`config.mk`:
```
export PLATFORM = sky130hd
export DESIGN_NAME = l2cache_prefetcher
export DESIGN_NICKNAME = d
export VERILOG_FILES = /design/src/rtl/l2cache_prefetcher.sv
export SDC_FILE = /design/constraint.sdc
export NUM_CORES = 1
export LEC_CHECK = 0
export BUFFER_PORTS_ARGS = -buffer_cell sky130_fd_sc_hd__buf_2
export CAP_MARGIN = 20
export CORE_ASPECT_RATIO = 1.75
export CORE_MARGIN = 1
export CORE_UTILIZATION = 40
export DETAILED_ROUTE_END_ITERATION = 8
export GPL_TIMING_DRIVEN = 0
export PLACE_DENSITY = 0.61
export SLEW_MARGIN = 15
export SYNTH_ARGS = -nofsm -noshare
export SYNTH_HDL_FRONTEND = slang
export SYNTH_SLANG_ARGS = --single-unit
```
`constraint.sdc`:
```
create_clock -name clk -period 15.9 [get_ports clk]
set_input_delay 2.385 -clock clk [delete_from_list [all_inputs] [get_ports clk]]
set_output_delay 2.385 -clock clk [all_outputs]
set_load 0.005 [all_outputs]
```
`src/rtl/l2cache_prefetcher.sv`:
```
// L2 prefetcher: trains a next-line predictor on I-side fetches and a stride
// predictor on D-side reads, queues line candidates and issues them to L2 one at a time.
module l2cache_prefetcher #(
  parameter int offset_width = 3,
  parameter int depth        = 4
) (
  input  logic        clk,
  input  logic        rstn,
  input  logic        pref_en,
  input  logic        icache_l2cache_req,
  input  logic [31:0] addr_icache_l2cache,
  input  logic        l2cache_icache_addrOK,
  input  logic        icache_l2cache_SUC,
  input  logic        dcache_l2cache_req,
  input  logic [31:0] addr_dcache_l2cache,
  input  logic        dcache_l2cache_wr,
  input  logic        dcache_l2cache_SUC,
  input  logic        l2cache_dcache_addrOK,
  output logic        req_pref_l2cache,
  output logic        type_pref_l2cache,
  output logic [31:0] addr_pref_l2cache,
  input  logic        hit_l2cache_pref,
  input  logic        miss_l2cache_pref,
  input  logic        complete_l2cache_pref,
  output logic [31:0] pref_issue_cnt
);

  // state  | meaning
  // S_IDLE | no prefetch outstanding; pops the queue head when one is present
  // S_REQ  | request presented to L2, waiting for hit/miss
  // S_WAIT | L2 refilling the missed line, waiting for complete
  typedef enum logic [1:0] {S_IDLE, S_REQ, S_WAIT} state_t;

  localparam int LOW = offset_width + 2;
  localparam int LW  = 32 - LOW;
  localparam int PW  = $clog2(depth);
  localparam logic [PW:0] DEPTH_C = (PW+1)'(depth);

  state_t state;

  logic [LW-1:0] last_iline, last_dline, stride;
  logic [1:0]    conf;
  logic [31:0]   last_addr;
  logic          last_valid;

  logic [31:0]   q_addr [depth];
  logic          q_type [depth];
  logic [PW-1:0] rd_ptr, wr_ptr, wr_ptr_i;
  logic [PW:0]   count, free;

  logic          i_event, d_event;
  logic [LW-1:0] i_line, d_line, delta, stride_nxt, i_cand_line, d_cand_line;
  logic [31:0]   i_cand, d_cand;
  logic          d_match;
  logic [1:0]    conf_nxt;
  logic          i_ok, d_ok, i_dup, d_dup, i_enq, d_enq, pop;
  logic          unused_bits;

  assign unused_bits = ^{addr_icache_l2cache[LOW-1:0], addr_dcache_l2cache[LOW-1:0]};

  assign i_event = icache_l2cache_req & l2cache_icache_addrOK & ~icache_l2cache_SUC & pref_en;
  assign d_event = dcache_l2cache_req & l2cache_dcache_addrOK & ~dcache_l2cache_wr
                   & ~dcache_l2cache_SUC & pref_en;

  assign i_line      = addr_icache_l2cache[31:LOW];
  assign d_line      = addr_dcache_l2cache[31:LOW];
  assign i_cand_line = i_line + LW'(1);
  assign i_cand      = {i_cand_line, {LOW{1'b0}}};

  assign delta      = d_line - last_dline;
  assign d_match    = (delta == stride) && (delta != '0);
  assign stride_nxt = d_match ? stride : delta;
  assign d_cand_line = d_line + stride_nxt;
  assign d_cand      = {d_cand_line, {LOW{1'b0}}};

  always_comb begin
    conf_nxt = 2'd0;
    if (d_match) conf_nxt = (conf == 2'd3) ? 2'd3 : conf + 2'd1;
  end

  assign pop  = pref_en && (state == S_IDLE) && (count != '0);
  // A same-cycle pop frees its slot for this cycle's enqueues.
  assign free = DEPTH_C - count + (PW+1)'(pop);

  assign d_dup = last_valid && (d_cand == last_addr);
  assign d_ok  = d_event && (conf_nxt >= 2'd2) && !d_dup
                 && (d_cand[31:12] == addr_dcache_l2cache[31:12]);
  assign d_enq = d_ok && (free != '0);

  // The D candidate goes in first, so it is what the I candidate must not repeat.
  assign i_dup = d_enq ? (i_cand == d_cand) : (last_valid && (i_cand == last_addr));
  assign i_ok  = i_event && (i_line != last_iline) && !i_dup
                 && (i_cand[31:12] == addr_icache_l2cache[31:12]);
  assign i_enq = i_ok && (free > (PW+1)'(d_enq));

  assign wr_ptr_i = wr_ptr + PW'(d_enq);

  always_ff @(posedge clk or negedge rstn) begin
    if (!rstn) begin
      last_iline <= '0;
      last_dline <= '0;
      stride     <= '0;
      conf       <= 2'd0;
      last_addr  <= '0;
      last_valid <= 1'b0;
    end else begin
      if (i_event && (i_line != last_iline)) last_iline <= i_line;
      if (d_event) begin
        last_dline <= d_line;
        stride     <= stride_nxt;
        conf       <= conf_nxt;
      end
      if (i_enq) begin
        last_addr  <= i_cand;
        last_valid <= 1'b1;
      end else if (d_enq) begin
        last_addr  <= d_cand;
        last_valid <= 1'b1;
      end
    end
  end

  always_ff @(posedge clk or negedge rstn) begin
    if (!rstn) begin
      rd_ptr <= '0;
      wr_ptr <= '0;
      count  <= '0;
    end else if (!pref_en) begin
      rd_ptr <= '0;
      wr_ptr <= '0;
      count  <= '0;
    end else begin
      rd_ptr <= rd_ptr + PW'(pop);
      wr_ptr <= wr_ptr + PW'(d_enq) + PW'(i_enq);
      count  <= count + (PW+1)'(d_enq) + (PW+1)'(i_enq) - (PW+1)'(pop);
    end
  end

  always_ff @(posedge clk) begin
    if (d_enq) begin
      q_addr[wr_ptr] <= d_cand;
      q_type[wr_ptr] <= 1'b1;
    end
    if (i_enq) begin
      q_addr[wr_ptr_i] <= i_cand;
      q_type[wr_ptr_i] <= 1'b0;
    end
  end

  always_ff @(posedge clk or negedge rstn) begin
    if (!rstn) begin
      state             <= S_IDLE;
      req_pref_l2cache  <= 1'b0;
      type_pref_l2cache <= 1'b0;
      addr_pref_l2cache <= '0;
      pref_issue_cnt    <= '0;
    end else begin
      case (state)
        S_IDLE: begin
          if (pop) begin
            addr_pref_l2cache <= q_addr[rd_ptr];
            type_pref_l2cache <= q_type[rd_ptr];
            req_pref_l2cache  <= 1'b1;
            state             <= S_REQ;
          end
        end
        S_REQ: begin
          if (hit_l2cache_pref) begin
            req_pref_l2cache <= 1'b0;
            state            <= S_IDLE;
          end else if (miss_l2cache_pref) begin
            req_pref_l2cache <= 1'b0;
            pref_issue_cnt   <= pref_issue_cnt + 32'd1;
            state            <= S_WAIT;
          end
        end
        S_WAIT: begin
          if (complete_l2cache_pref) state <= S_IDLE;
        end
        default: begin
          req_pref_l2cache <= 1'b0;
          state            <= S_IDLE;
        end
      endcase
    end
  end

endmodule

```
; Word level (Yosys, flattened, before mapping)
; Memory sizes are Yosys's and may differ from the RTL's. A register that Yosys moved wholly into a read port is not among the register bits.
; Cells that the tools add are included.
[op_classes]
shift = 0
n_div = 0
eq_ne = 13
n_reduce_logical = 26
n_mul = 0
mux = 24
bitwise_logic = 12
add_sub_neg = 13
magnitude_cmp = 2
[ops]
columns = operator, count
row1 = 32-bit equality test, 2
row2 = 32-bit two-way mux, 2
row3 = 27-bit equality test, 2
row4 = 20-bit equality test, 2
row5 = 32-bit by 1-bit adder with 32-bit output (second input constant), 1
row6 = 27-bit by 1-bit adder with 27-bit output (second input constant), 1
row7 = 27-bit adder, 1
row8 = 27-bit two-way mux, 1
row9 = 27-bit inequality test, 1
row10 = 27-bit nonzero test, 1
row11 = 27-bit subtractor, 1
row12 = 2-bit two-way mux, 8
row13 = 1-bit logical AND, 13
row14 = 1-bit two-way mux, 10
row15 = 3-bit by 1-bit adder with 3-bit output, 3
row16 = 3-bit AND reduction, 3
row17 = 1-bit AND, 7
row18 = 2-bit by 1-bit adder with 2-bit output, 3
row19 = 2-bit one-hot mux with 3 select lines, 1
row20 = 3-bit nonzero test, 2
row21 = 1-bit inverter, 5
row22 = 2-bit equality test (second input constant), 2
row23 = 1-bit zero test, 4
row24 = 2-bit inequality test (second input constant), 2
row25 = other kinds (12), 12
[word_totals]
mem_bits_ro = 0
memories = 2
ff_bits = 190
ram_bits = 112
out_inout_bits = 66
elab_cells = 105
latchBits = 0
input_bits = 77
[memory_table]
columns = name, words, word_bits, read_ports, rd_ports_with_merged_regs, write_ports, line_no
row1 = q_addr, 4, 27, 1, 1, 2, 46  ; logic [31:0] q_addr [depth];
row2 = q_type, 4, 1, 1, 1, 2, 47  ; logic q_type [depth];

; Longest topological paths before layout
[logic_depth]
depth_word = 19
depth_mapped = 34

; Worst setup path after synthesis
; OpenSTA, ideal clock, no wires.
[synth_timing]
path_kind = in2reg
startpoint = input port addr_dcache_l2cache[5]
endpoint = memory q_addr[1][0] (netlist name), enable pin
cell_stages = 28
setup_slack_ns = 5.135
arrival_time_ns = 10.317
t_required_ns = 15.451
setup_time_ns = 0.449
path_buffers = 1
cell_sequence = inv_1 > ha_1 > inv_1 > fa_1 > a211oi_2 > o31ai_4 > a2111oi_1 > nor2_1 > xor2_1 > ha_1 > clkbuf_1 > nand2_1 > o21ai_1 > or4_1 > o22ai_1 > xor2_1 > and2_1 > a2111o_1 > nor4_2 > nand3_2 > nand2_2 > inv_1 > ha_1 > o21ai_0 > nand3_1 > nor2_1 > mux2i_4 > o21ai_0
[synth_lines]
columns = element, line_no
row1 = start: declaration, 15  ; input logic [31:0] addr_dcache_l2cache,
row2 = end: declaration, 46

; Worst setup path after layout
[layout_timing]
startpoint = input port addr_dcache_l2cache[5]
endpoint = register count[2]
[layout_between]
elab_chain_cells = 19
word_cells_on_any_way = 27
cone_classes = 5 x add/sub / 2 x order compare / 4 x eq/ne / 4 x mux / 12 x reduce/logical
[layout_lines]
columns = element, line_no
row1 = 27-bit subtractor (*), 70  ; assign delta = d_line - last_dline;
row2 = 27-bit equality test / 27-bit nonzero test (equally long branches), 71  ; assign d_match = (delta == stride) && (delta != '0);
row3 = 1-bit logical AND, 71
row4 = 27-bit two-way mux (*), 72  ; assign stride_nxt = d_match ? stride : delta;
row5 = net stride_nxt[12], 52  ; logic [LW-1:0] i_line, d_line, delta, stride_nxt, i_cand_line, d_cand_line;
row6 = 27-bit adder (*), 73  ; assign d_cand_line = d_line + stride_nxt;
row7 = branches (longest 11 deep; another with 3-bit by 1-bit > comparator with 1-bit output), n/a
row8 = 3-bit by 1-bit adder with 3-bit output (*), 135  ; count <= count + (PW+1)'(d_enq) + (PW+1)'(i_enq) - (PW+1)'(pop);
row9 = 3-bit by 1-bit subtractor with 3-bit output (*), 135
row10 = 3-bit two-way mux (*), 128  ; end else if (!pref_en) begin
row11 = end signal: assignment, 135
row12 = end: declaration, 49  ; logic [PW:0] count, free;
; Mark *: on every way through the listed nets, which the timed path passes.
; A chain may end at the register's enable or synchronous reset.

==> run metrics <==
multi-input logic area=0.0112 mm²; EDFF count, synth=108; CP peak stage delay=around 0.8 ns; Ports=143; first-pass GRT wire length=91900 µm; Die Y=around 300 µm; drt initial violations=663; # H-tree levels=2; Setup WS post-layout=~4.1 ns; total setup buffers inserted after CTS=0; CTS Buf Count=34; Seq/Total Area, Yosys=0.395; Worst VDD drop=0.108 mV; total negative slack=0 ns; reg2reg path depth=32; hold_buf cts=0; Starting Density=0.407; Data arrival, critical path=between 10 and 15 ns; Hold Startpoint=pref_issue_cnt[31]$_DFFE_PN0P_; P per Cell Area=between 150 and 200 mW/mm²; WP data required=16.32 ns; dpl hpwl=between 40000 and 50000 µm; Synth Cell Area=0.0199 mm²; final setup fails=0; clock-pin slew on the worst setup and hold paths=0.06 ns; top cell type's share of synthesized area=0.228; fmax=84.5 MHz; Clk Latency, worst-skew pair=~0.55 ns; Period Utilization, post-route=0.745; FF-to-FF setup slack=~5.7 ns; Final Hold Vio Count=0; largest net degree at the start of global routing=90; GR Util All Layers=0.242; clk_skew=between 0.02 and 0.025 ns; WL met1=about 20000 µm; min-delay worst type=reg -> reg; Worst Setup EP=count[2]$_DFF_PN0_; r2r endpoint=count[2]$_DFF_PN0_; Synth Register Bits=roughly 290; Max-cap violations=0; fraction of layout cells with a size suffix above 1=0.183; number of global-route vias before repair=about 16000; Pins Over Slew Limit=0; Mapped Avg Cell Area=10.6 µm²; WL met2=between 30000 and 40000 µm; # rows=107; CP startpoint kind=input port; DR DRC count=0; via count=15400; CP endpoint kind=register; cts repair resizes=0; Most used DFF post-synth=dfrtp_1; FFs w/ async S/R, synth=0.618; status=finished clean; wire length on met3=2060 µm; synthesized instance count=1873; final std cells w/o fill=around 2700; layout net count=about 2200; Cell Count Post-Placement=about 2700; Worst path most repeated cell=ha_1; synth cell count leaders=nand2_1, dfrtp_1, mux2i_1; clock root cell=clkbuf_16; Top Metal Used=met4; reg-to-reg startpoint=last_dline[0]$_DFFE_PN0P_; die area=around 0.051 mm²; crit path time final=between 10 and 15 ns; crit-path max FO=8; CTS tree=done; diode count=0; distinct cell type count of the synthesized netlist=99; Total Wirelength=approximately 61000 µm; routed length per placed instance=around 22 µm; TritonRoute pass-1 iters=5; CP max stage cell=a2111oi_1; Core Region=slightly below 0.05 mm²; Max Buffers Root-to-Sink=3; Synth area leaders=dfrtp_1, edfxtp_1, mux2i_1; Static Leak=8.92 nW; P&R area growth vs syn=13.6%; Synth Warn #=0; die width=170 µm; top-count cell post-synth=nand2_1; antenna viol nets, final=0; RSZ-0062 raised after global routing=no; Rel. slew slack=0.156; clk sink count=293; GR Overflow Total=0; routability congestion estimate=~0.94; Port Buf Inserts=around 120; via/cell ratio=~5.7; FF+latch area=a little under 0.008 mm²; initial antenna violation count=0; Worst Setup Path Type=in -> reg; Fillers=4594; worst-margin pin slew=1.26 ns; area leader, netlist=dfrtp_1; crit path from=addr_dcache_l2cache[5]; dpl ws=roughly 3.5 ns
==> stage by stage <==
| stage | hold slack (ns) | area, µm² | utilization | power [mW] |
|---|---|---|---|---|
| finish | 0.459 | 22600 | 0.462 | 4.33 |
| CTS | 0.454 | 22600 | 0.462 | 4.34 |
| global placement | 0.434 | 21300 | 0.436 | 3.46 |
| floorplan | 0.422 | 19900 | - | 2.86 |
| detailed placement | 0.445 | 21500 | 0.439 | 3.53 |
| global route | 0.489 | 22600 | 0.462 | 4.59 |
==> report_power, final <==
part	internal [mW]	switching (mW)
registers	1.05	0.114
clock network	0.446	0.340
logic	0.996	1.39
total	2.49	1.84
==> per-layer routing <==
layer	track usage	up-vias
met2	0.474	441
met4	0.168	0
met1	0.226	7624
met3	0.0294	183
li1	-	7171
met5	0	-
==> area by class of cell <==
type	count	area share
multi-input combinational	1412	0.498
buffer	91	0.0228
clock buffer	49	0.0429
inverter	81	0.0135
timing repair buffer	131	0.0333
tap	654	0.0362
sequential	293	0.348
clock inverter	13	0.00549
==> flip-flops by register name, summed over array words and instances, names as in the netlist, 2 cells and up <==
name,flops
conf,2
q_type,4
rd_ptr,2
pref_issue_cnt,32
q_addr,108
wr_ptr,2
last_iline,27
state,2
last_dline,27
count,3
stride,27
last_addr,27
addr_pref_l2cache,27
==> worst max-delay path, delay by kind of cell <==
family                   cells  cell delay (ns)
AND/OR/NAND/NOR             11             3.03
adder cells (fa/ha/maj)      7             2.40
AO/OA/AOI/OAI                5             1.95
XOR/XNOR                     5             1.69
buffers and inverters        5             0.58
multiplexers                 1             0.20
==> worst min-delay path by stage <==
stage	endpoint	slack, ns	cells after the start
5_1_grt	pref_issue_cnt[31]$_DFFE_PN0P_	0.49	1
2_1_floorplan	q_type[1]$_SDFF_PP0_	0.42	2
3_3_place_gp	q_type[1]$_SDFF_PP0_	0.43	2
4_1_cts	q_type[1]$_SDFF_PP0_	0.45	2
3_5_place_dp	q_type[1]$_SDFF_PP0_	0.44	2
6_report	pref_issue_cnt[31]$_DFFE_PN0P_	0.46	1
==> placed cells by master (no fill, tap or decap), types with 10 or more instances in the layout <==
cell type	instances
and4_1	13
a21o_1	25
xor2_1	87
or3_1	14
buf_2	135
a21oi_1	76
and2_1	16
nand3_1	45
edfxtp_1	108
nor3_1	28
buf_4	12
o211ai_1	12
nand4_1	48
dfrtp_1	181
o21ai_0	79
clkbuf_16	35
xnor3_1	14
mux2i_1	159
xnor2_1	131
mux4_2	28
buf_6	16
clkbuf_1	55
a211oi_1	11
nand2_1	184
mux2_2	77
ha_1	61
and3_1	18
a2111oi_0	10
inv_1	81
nor4_1	17
nor2_1	75
==> cells by family (layout without fill, tap and decap cells) <==
| family | count (synthesis) | after routing | synth area share |
|---|---|---|---|
| AOI/OAI and AO/OA | 314 | 314 | 0.107 |
| xor gates and xnor gates | 246 | 246 | 0.125 |
| adders and majority gates | 65 | 65 | 0.0425 |
| buffers and inverters | 172 | 365 | 0.0412 |
| DFF | 293 | 293 | 0.395 |
| muxes | 265 | 265 | 0.157 |
| other | 1 | 5 | 0.000189 |
| and+or+nand+nor | 517 | 517 | 0.133 |
(Power assumes the default switching activity.)
